`src/rtl/multicycle_controller_if.sv`:
```
// Control bundle between the multicycle ARM controller and its datapath.
// master = controller side, slave = datapath side.
interface multicycle_controller_if;
  logic [19:0] Instr_fields;
  logic [3:0]  ALUFlags;
  logic        PCWrite;
  logic        RegWrite;
  logic        MemWrite;
  logic        IRWrite;
  logic        AdrSrc;
  logic        ALUSrcA;
  logic [1:0]  ALUSrcB;
  logic [1:0]  ResultSrc;
  logic [1:0]  RegSrc;
  logic [1:0]  ImmSrc;
  logic [1:0]  ALUCtrl;

  modport master (
    input  Instr_fields, ALUFlags,
    output PCWrite, RegWrite, MemWrite, IRWrite, AdrSrc, ALUSrcA,
           ALUSrcB, ResultSrc, RegSrc, ImmSrc, ALUCtrl
  );

  modport slave (
    output Instr_fields, ALUFlags,
    input  PCWrite, RegWrite, MemWrite, IRWrite, AdrSrc, ALUSrcA,
           ALUSrcB, ResultSrc, RegSrc, ImmSrc, ALUCtrl
  );
endinterface

```
`src/rtl/multicycle_controller.sv`:
```
// Multicycle ARM control unit: main FSM, ALU decoder, NZCV flags register
// and conditional-execution gating.
module multicycle_controller (
  input  logic                    clk,
  input  logic                    Reset,
  multicycle_controller_if.master ctl
);
  typedef enum logic [3:0] {
    S_FETCH, S_DECODE, S_MEMADR, S_MEMREAD, S_MEMWB,
    S_MEMWRITE, S_EXECR, S_EXECI, S_ALUWB, S_BRANCH
  } state_t;

  state_t      r_state, w_next;
  logic [3:0]  r_flags;
  logic        r_condex;

  logic [3:0]  w_cond;
  logic [1:0]  w_op;
  logic [5:0]  w_funct;
  logic [3:0]  w_rd;
  logic        w_condcheck;
  logic [1:0]  w_aluctrl;
  logic        w_flags_we;
  logic        w_n, w_z, w_c, w_v;

  logic        w_pcw, w_rw, w_mw, w_irw, w_adr, w_sa;
  logic [1:0]  w_sb, w_rs, w_rg, w_im, w_al;

  assign w_cond  = ctl.Instr_fields[19:16];
  assign w_op    = ctl.Instr_fields[15:14];
  assign w_funct = ctl.Instr_fields[13:8];
  assign w_rd    = ctl.Instr_fields[3:0];
  assign {w_n, w_z, w_c, w_v} = r_flags;

  always_comb begin
    w_condcheck = 1'b0;
    case (w_cond)
      4'b0000: w_condcheck = w_z;
      4'b0001: w_condcheck = ~w_z;
      4'b0010: w_condcheck = w_c;
      4'b0011: w_condcheck = ~w_c;
      4'b0100: w_condcheck = w_n;
      4'b0101: w_condcheck = ~w_n;
      4'b0110: w_condcheck = w_v;
      4'b0111: w_condcheck = ~w_v;
      4'b1000: w_condcheck = w_c & ~w_z;
      4'b1001: w_condcheck = ~w_c | w_z;
      4'b1010: w_condcheck = (w_n == w_v);
      4'b1011: w_condcheck = (w_n != w_v);
      4'b1100: w_condcheck = ~w_z & (w_n == w_v);
      4'b1101: w_condcheck = w_z | (w_n != w_v);
      4'b1110: w_condcheck = 1'b1;
      default: w_condcheck = 1'b0;
    endcase
  end

  always_comb begin
    w_aluctrl = 2'b00;
    case (w_funct[4:1])
      4'b0100: w_aluctrl = 2'b00;
      4'b0010: w_aluctrl = 2'b01;
      4'b0000: w_aluctrl = 2'b10;
      4'b1100: w_aluctrl = 2'b11;
      default: w_aluctrl = 2'b00;
    endcase
  end

  // CondEx was latched in DECODE, so a flags write here cannot gate this instruction
  assign w_flags_we = ((r_state == S_EXECR) || (r_state == S_EXECI)) &&
                      r_condex && w_funct[0];

  always_ff @(posedge clk) begin
    if (Reset) begin
      r_state  <= S_FETCH;
      r_flags  <= '0;
      r_condex <= 1'b0;
    end else begin
      r_state <= w_next;
      if (r_state == S_DECODE)
        r_condex <= w_condcheck;
      if (w_flags_we) begin
        r_flags[3:2] <= ctl.ALUFlags[3:2];
        // logical ops leave carry and overflow untouched
        if (!w_aluctrl[1])
          r_flags[1:0] <= ctl.ALUFlags[1:0];
      end
    end
  end

  always_comb begin
    w_pcw  = 1'b0;
    w_rw   = 1'b0;
    w_mw   = 1'b0;
    w_irw  = 1'b0;
    w_adr  = 1'b0;
    w_sa   = 1'b0;
    w_sb   = '0;
    w_rs   = '0;
    w_rg   = '0;
    w_im   = '0;
    w_al   = '0;
    w_next = S_FETCH;
    case (r_state)
      S_FETCH: begin
        w_irw  = 1'b1;
        w_sa   = 1'b1;
        w_sb   = 2'b10;
        w_rs   = 2'b10;
        w_pcw  = 1'b1;
        w_next = S_DECODE;
      end
      S_DECODE: begin
        w_sa = 1'b1;
        w_sb = 2'b10;
        w_rs = 2'b10;
        w_rg = {w_op == 2'b01, w_op == 2'b10};
        w_im = (w_op == 2'b00) ? 2'b00 : (w_op == 2'b01) ? 2'b01 : 2'b10;
        case (w_op)
          2'b01:   w_next = S_MEMADR;
          2'b00:   w_next = w_funct[5] ? S_EXECI : S_EXECR;
          2'b10:   w_next = S_BRANCH;
          default: w_next = S_FETCH;
        endcase
      end
      S_MEMADR: begin
        w_sb   = 2'b01;
        w_im   = 2'b01;
        w_rg   = 2'b10;
        w_next = w_funct[0] ? S_MEMREAD : S_MEMWRITE;
      end
      S_MEMREAD: begin
        w_adr  = 1'b1;
        w_next = S_MEMWB;
      end
      S_MEMWB: begin
        w_rs  = 2'b01;
        w_rw  = r_condex;
        w_pcw = r_condex & (w_rd == 4'd15);
      end
      S_MEMWRITE: begin
        w_adr = 1'b1;
        w_rg  = 2'b10;
        w_mw  = r_condex;
      end
      S_EXECR: begin
        w_al   = w_aluctrl;
        w_next = S_ALUWB;
      end
      S_EXECI: begin
        w_sb   = 2'b01;
        w_al   = w_aluctrl;
        w_next = S_ALUWB;
      end
      S_ALUWB: begin
        w_rw  = r_condex;
        w_pcw = r_condex & (w_rd == 4'd15);
      end
      S_BRANCH: begin
        w_sb  = 2'b01;
        w_im  = 2'b10;
        w_rs  = 2'b10;
        w_pcw = r_condex;
      end
      default: w_next = S_FETCH;
    endcase
  end

  assign ctl.PCWrite   = w_pcw & ~Reset;
  assign ctl.RegWrite  = w_rw  & ~Reset;
  assign ctl.MemWrite  = w_mw  & ~Reset;
  assign ctl.IRWrite   = w_irw & ~Reset;
  assign ctl.AdrSrc    = w_adr;
  assign ctl.ALUSrcA   = w_sa;
  assign ctl.ALUSrcB   = w_sb;
  assign ctl.ResultSrc = w_rs;
  assign ctl.RegSrc    = w_rg;
  assign ctl.ImmSrc    = w_im;
  assign ctl.ALUCtrl   = w_al;
endmodule
```
`src/flat_wrapper.sv`:
```
// flat-port wrapper written by rule: the top's interface ports become plain ports
module multicycle_controller_flat 
  (clk, Reset, ctl_Instr_fields, ctl_ALUFlags, ctl_PCWrite, ctl_RegWrite, ctl_MemWrite, ctl_IRWrite, ctl_AdrSrc, ctl_ALUSrcA, ctl_ALUSrcB, ctl_ResultSrc, ctl_RegSrc, ctl_ImmSrc, ctl_ALUCtrl);
  multicycle_controller_if ctl_i ();
  input  logic clk;
  input  logic Reset;
  input wire logic [$bits(ctl_i.Instr_fields)-1:0] ctl_Instr_fields;
  input wire logic [$bits(ctl_i.ALUFlags)-1:0] ctl_ALUFlags;
  output wire logic [$bits(ctl_i.PCWrite)-1:0] ctl_PCWrite;
  output wire logic [$bits(ctl_i.RegWrite)-1:0] ctl_RegWrite;
  output wire logic [$bits(ctl_i.MemWrite)-1:0] ctl_MemWrite;
  output wire logic [$bits(ctl_i.IRWrite)-1:0] ctl_IRWrite;
  output wire logic [$bits(ctl_i.AdrSrc)-1:0] ctl_AdrSrc;
  output wire logic [$bits(ctl_i.ALUSrcA)-1:0] ctl_ALUSrcA;
  output wire logic [$bits(ctl_i.ALUSrcB)-1:0] ctl_ALUSrcB;
  output wire logic [$bits(ctl_i.ResultSrc)-1:0] ctl_ResultSrc;
  output wire logic [$bits(ctl_i.RegSrc)-1:0] ctl_RegSrc;
  output wire logic [$bits(ctl_i.ImmSrc)-1:0] ctl_ImmSrc;
  output wire logic [$bits(ctl_i.ALUCtrl)-1:0] ctl_ALUCtrl;
  assign ctl_i.Instr_fields = ctl_Instr_fields;
  assign ctl_i.ALUFlags = ctl_ALUFlags;
  assign ctl_PCWrite = ctl_i.PCWrite;
  assign ctl_RegWrite = ctl_i.RegWrite;
  assign ctl_MemWrite = ctl_i.MemWrite;
  assign ctl_IRWrite = ctl_i.IRWrite;
  assign ctl_AdrSrc = ctl_i.AdrSrc;
  assign ctl_ALUSrcA = ctl_i.ALUSrcA;
  assign ctl_ALUSrcB = ctl_i.ALUSrcB;
  assign ctl_ResultSrc = ctl_i.ResultSrc;
  assign ctl_RegSrc = ctl_i.RegSrc;
  assign ctl_ImmSrc = ctl_i.ImmSrc;
  assign ctl_ALUCtrl = ctl_i.ALUCtrl;
  multicycle_controller u_core (.clk(clk), .Reset(Reset), .ctl(ctl_i));
endmodule
```
`config.mk`:
```
export PLATFORM = sky130hd
export DESIGN_NAME = multicycle_controller_flat
export DESIGN_NICKNAME = d
export VERILOG_FILES = /design/src/rtl/multicycle_controller_if.sv /design/src/rtl/multicycle_controller.sv /design/src/flat_wrapper.sv
export SDC_FILE = /design/constraint.sdc
export NUM_CORES = 1
export LEC_CHECK = 0
export CAP_MARGIN = 20
export CORE_MARGIN = 1.5
export CORE_UTILIZATION = 44
export CTS_BUF_LIST = sky130_fd_sc_hd__clkbuf_4 sky130_fd_sc_hd__clkbuf_8
export CTS_CLUSTER_SIZE = 8
export DETAILED_ROUTE_END_ITERATION = 10
export PLACE_DENSITY = 0.95
export SLEW_MARGIN = 15
export SYNTH_ARGS = -nofsm -noshare
export SYNTH_HDL_FRONTEND = slang
export SYNTH_SLANG_ARGS = --single-unit
```
`constraint.sdc`:
```
create_clock -name clk -period 3.6 [get_ports clk]
set_input_delay 1.08 -clock clk [delete_from_list [all_inputs] [get_ports clk]]
set_output_delay 1.08 -clock clk [all_outputs]
set_load 0.005 [all_outputs]
```
Word level (Yosys, flattened, before mapping)
Index checks and enable logic that the tools add are counted.
{ "word_totals": {"regBits": 9, "in_bits": 26, "out_inout_bits": 16} }
{ "classes": {"n_eq_ne": 30, "mux": 19, "bitwise_logic": 15, "n_reduce_logical": 15} }
{ "ops": {"columns": ["op", "count"], "rows": [
  ["4-bit equality test (second input constant)", 11],
  ["4-bit by 3-bit equality test with 1-bit output (second input constant)", 8],
  ["4-bit by 2-bit equality test with 1-bit output (second input constant)", 5],
  ["4-bit one-hot mux with 5 select lines", 1],
  ["1-bit one-hot mux with 15 select lines", 1],
  ["4-bit logical NOT", 3],
  ["2-bit one-hot mux with 2 select lines", 3],
  ["2-bit one-hot mux with 3 select lines", 2],
  ["4-bit one-hot mux with 3 select lines", 1],
  ["2-bit OR reduction", 5],
  ["4-bit by 1-bit equality test with 1-bit output (second input constant)", 2],
  ["1-bit AND", 7],
  ["1-bit two-way mux", 6],
  ["2-bit two-way mux", 3],
  ["1-bit NOT", 6],
  ["3-bit OR reduction", 2],
  ["3-bit two-way mux", 1],
  ["1-bit one-hot mux with 3 select lines", 1],
  ["2-bit by 1-bit equality test with 1-bit output (second input constant)", 1],
  ["2-bit equality test (second input constant)", 1],
  ["1-bit logical AND", 2],
  ["2-bit logical NOT", 1],
  ["1-bit OR", 2],
  ["2-bit AND reduction", 1],
  ["other kinds (3)", 3]
]} }

Logic depth before layout (Yosys ltp)
{ "depth": {"depth_word": 5, "ltp_mapped": 6, "ltp_nobuf": 5} }

Least setup slack after synthesis
OpenSTA, ideal clock, no wires.
{ "synth_path": {"kind": "input to output", "start": "input Reset", "end": "output ctl_PCWrite", "arrival_ns": 2.054, "path_slack_ns": 0.466, "stages": 4, "cell_sequence": "clkbuf_1 -> nand2b_1 -> a2111oi_2 -> a22o_1"} }
{ "synth_between": {"elab_chain_cells": 2} }
{ "synth_lines": {"columns": ["item", "line_no", "source"], "rows": [
  ["start: declaration", "flat_wrapper.sv:6", "input logic Reset;"],
  ["1-bit NOT", "multicycle_controller.sv:168", "assign ctl.PCWrite = w_pcw & ~Reset;"],
  ["1-bit AND", "multicycle_controller.sv:168", null],
  ["end: declaration", "flat_wrapper.sv:9", "output wire logic [$bits(ctl_i.PCWrite)-1:0] ctl_PCWrite;"]
]} }
No other way between the ends.

Worst setup path after layout
{ "layout_path": {"start": "input ctl_Instr_fields[15]", "end": "output ctl_RegSrc[1]"} }
{ "layout_between": {"elab_chain_cells": 2} }
{ "layout_lines": {"columns": ["item", "line_no", "source"], "rows": [
  ["start: declaration", "flat_wrapper.sv:7", "input wire logic [$bits(ctl_i.Instr_fields)-1:0] ctl_Instr_fields;"],
  ["2-bit by 1-bit equality test with 1-bit output", "multicycle_controller.sv:116", "w_rg = {w_op == 2'b01, w_op == 2'b10};"],
  ["2-bit one-hot mux with 2 select lines", "multicycle_controller.sv:103", "case (r_state)"],
  ["end: declaration", "flat_wrapper.sv:17", "output wire logic [$bits(ctl_i.RegSrc)-1:0] ctl_RegSrc;"]
]} }
No other way between the ends.

==> run_results.csv <==
group,metric,value,unit
run_status,status,"finished, final reports clean",
clock_network,cts_root_buffer,"clkbuf_4",
logic_synthesis,yosysTopAreaCell,"dfxtp_1",
logic_synthesis,syn_avg_cell_area,7.52,um2
clock_network,hold_buffers,0,
worst_setup_path,r2r_cells,5,
min_path,worstHoldStart,"u_core.r_flags[1]",
floorplanning,dieArea,2130,um2
sta,fin_crit,3.55,ns
logic_synthesis,synthTopCellsByArea,"dfxtp_1 22%, nor3_1 6.7%, nor2_1 6.4%, mux2i_1 4.9%, xor2_1 4.3%",
min_path,min_to,"u_core.r_flags[1]",
route,vias,1012,
place,numPortBuffers,37,
logic_synthesis,yosysMostFrequentCell,"nor2_1",
floorplanning,io_pins,42,
sta,rsz0062_at_grt,"no",
clock_network,clockBufferDepth,2,
logic_synthesis,ys_async_sr_fraction,0,
final_layout,stdcell_count,176,
logic_synthesis,yosys_register_bits,9,
sta,fin_worst_skew,0.00746,ns
flow_run,cap_violations,0,
min_path,hold_depth,2,
place,dp_cells,170,
route,wire_per_inst,14.7,um
clock_network,htree_levels,1,
global_route,antenna_found_initial,0,
worst_setup_path,critPathRequiredTime,2.52,ns
floorplanning,coreArea,1750,um2
route,vias_per_cell,5.75,
floorplanning,fp.dieH,46.2,um
clock_network,cts_tree,"done",
sta,fmax,0.282,GHz
route,drt-initial-drc-count,31,
worst_setup_path,cp_data_arrival_time,2.47,ns
sta,hold_viol_final,0,
global_route,grt_pass1_wl,3.95,mm
worst_setup_path,rr_endpoint,"u_core.r_state[3]",
worst_setup_path,worstSetupStartpointType,"input port",
logic_synthesis,synth_nets,135,
logic_synthesis,synth.distinct_cells,45,
final_layout,num-fill-cells,132,
sta,worst_slew_pin_slew,0.481,ns
logic_synthesis,synthMuxAreaShare,0.0489,
logic_synthesis,synth_commonest_cells,"14 x nor2_1, 11 x nor3_1, 9 x dfxtp_1",
worst_setup_path,r2r_slack,1.75,ns
sta,period_share,0.986,
clock_network,clkSinkCount,9,
logic_synthesis,ys_warn_count,0,
worst_setup_path,path_max_fanout,2,
global_route,grt_start_max_net_pins,17,
sta,setup-violations-final,0,
final_layout,drive_gt1_frac,0.146,
place,gp_congestion,0.855,
logic_synthesis,yosys.area_share.simple,0.351,
worst_setup_path,endpoint_kind,"output pin",
global_route,grt_use_total,0.260,
logic_synthesis,synth_edf_count,0,
sta,whs,0.593,ns
global_route,grt_pass1_vias,970,
floorplanning,start_util,0.470,
clock_network,cts_made_buffers,3,
logic_synthesis,synth_top_family_by_area,"simple AND/OR/NAND/NOR gates",
final_layout,area_growth,56.6,%
final_layout,finalNetCount,178,
sta,max_slew_margin,0.679,
final_layout,final_util,0.735,
place,preCtsSetupSlack,-0.337,ns
floorplanning,die_x,46.2,um
worst_setup_path,critPathKind,"in2out",
logic_synthesis,synth_area,820,um2
logic_synthesis,synth_compound_area_frac,0.247,
pwr,p_per_area,251,nW/um2
clock_network,clk_pin_slew,0.06,ns
logic_synthesis,synthAdderAreaFrac,0,
sta,slew_viol_final,0,
route,firstDrtPassIters,5,
final_layout,diodes,0,
floorplanning,fp-row-count,15,
route,wl,2.58,mm
global_route,grt_overflow,0,
logic_synthesis,synth_cells,109,
worst_setup_path,r2r_start,"u_core.r_state[0]",
pwr,peakVddDrop,0.152,mV
sta,fin_ws,0.0499,ns
logic_synthesis,seq_area_frac_synth,0.220,
place,dp_hpwl,1.92,mm
pwr,finalPower,0.322,mW
pwr,p_leak,0.523,nW
clock_network,clkLatencyLatePin,0.27,ns
logic_synthesis,synthXorXnorAreaFrac,0.0641,
route,antenna_left,0,
logic_synthesis,synth_flop_cell,"dfxtp_1",
route,drc_errors,0,
logic_synthesis,synth_top_area_share,0.220,
min_path,hold_class,"reg2reg",
## cells in the final DEF (no fill, tap or decap), drive strengths merged, types with 2 or more instances in the layout
cell type / instances
or3: 2
xnor2: 2
inv: 3
a211oi: 2
nor2b: 2
nand2: 6
mux2i: 4
dfxtp: 9
dlygate4sd2: 8
nor3: 11
xor2: 4
a21oi: 6
nand2b: 6
nor2: 14
nand3: 2
buf: 10
o31ai: 2
clkdlybuf4s50: 28
or3b: 2
nor3b: 2
o21ai: 4
clkbuf: 4
## state kept, by name, indices dropped and copies added (netlist names)
name / count
u_core.r_flags: 4
u_core.r_state: 4
u_core.r_condex: 1
## metal layers
metal | up-vias | wire length, um | GRT usage
li1 | 480 | - | -
met3 | 13 | 171 | 0.0431
met5 | - | 0 | 0
met2 | 58 | 1380 | 0.494
met4 | 0 | 80 | 0.177
met1 | 461 | 953 | 0.246
## power by group
part	leakage, nW	internal (mW)	total [mW]	switching, mW
clock	0.0184	0.0504	0.0888	0.0384
sequential	0.0732	0.104	0.115	0.0108
combinational	0.432	0.0689	0.119	0.0497
## cells by family (layout without fill, tap and decap cells)
family	Yosys count	in the layout
DFF	9	9
AOI/OAI and AO/OA	27	27
xor gates and xnor gates	6	6
buffers and inverters	11	53
muxes	4	4
and+or+nand+nor	52	52
## area by class of cell
class                           instances  area, um2  share of cell area
Clock buffer                            4       30.0              0.0234
Timing Repair Buffer                   46        423               0.329
Multi-Input combinational cell         89        608               0.474
Tap cell                               25       31.3              0.0244
Sequential cell                         9        180               0.140
Inverter                                3       11.3             0.00877
## through the flow
stage / area [um2] / setup TNS, ns
floorplan: 820 / 0
global placement: 1230 / -0.980
detailed placement: 1230 / -1.30
CTS: 1280 / 0
global route: 1280 / 0
finish: 1280 / 0
## how the worst max path moves through the flow
stage / depth (start not counted) / to / slack, ns / startpoint
floorplan: 4 / ctl_PCWrite / 0.47 / Reset
global placement: 5 / ctl_RegSrc[1] / -0.27 / ctl_Instr_fields[14]
detailed placement: 5 / ctl_RegSrc[1] / -0.34 / ctl_Instr_fields[14]
CTS: 6 / ctl_RegSrc[1] / 0.05 / ctl_Instr_fields[15]
global route: 5 / ctl_PCWrite / 0.007 / Reset
finish: 6 / ctl_RegSrc[1] / 0.05 / ctl_Instr_fields[15]
## worst max-delay path, cell delays in order
cell	delay [ns]
clkdlybuf4s50_1	0.42
or3b_1	0.37
a211oi_2	0.22
buf_4	0.14
o21bai_1	0.09
buf_2	0.13
## repair_timing
action                                  in CTS  in global routing
resized for setup                           15                  0
setup buffers                                2                  0
endpoints found under the setup margin       8                  0
Power figures use the tool's default switching activity.
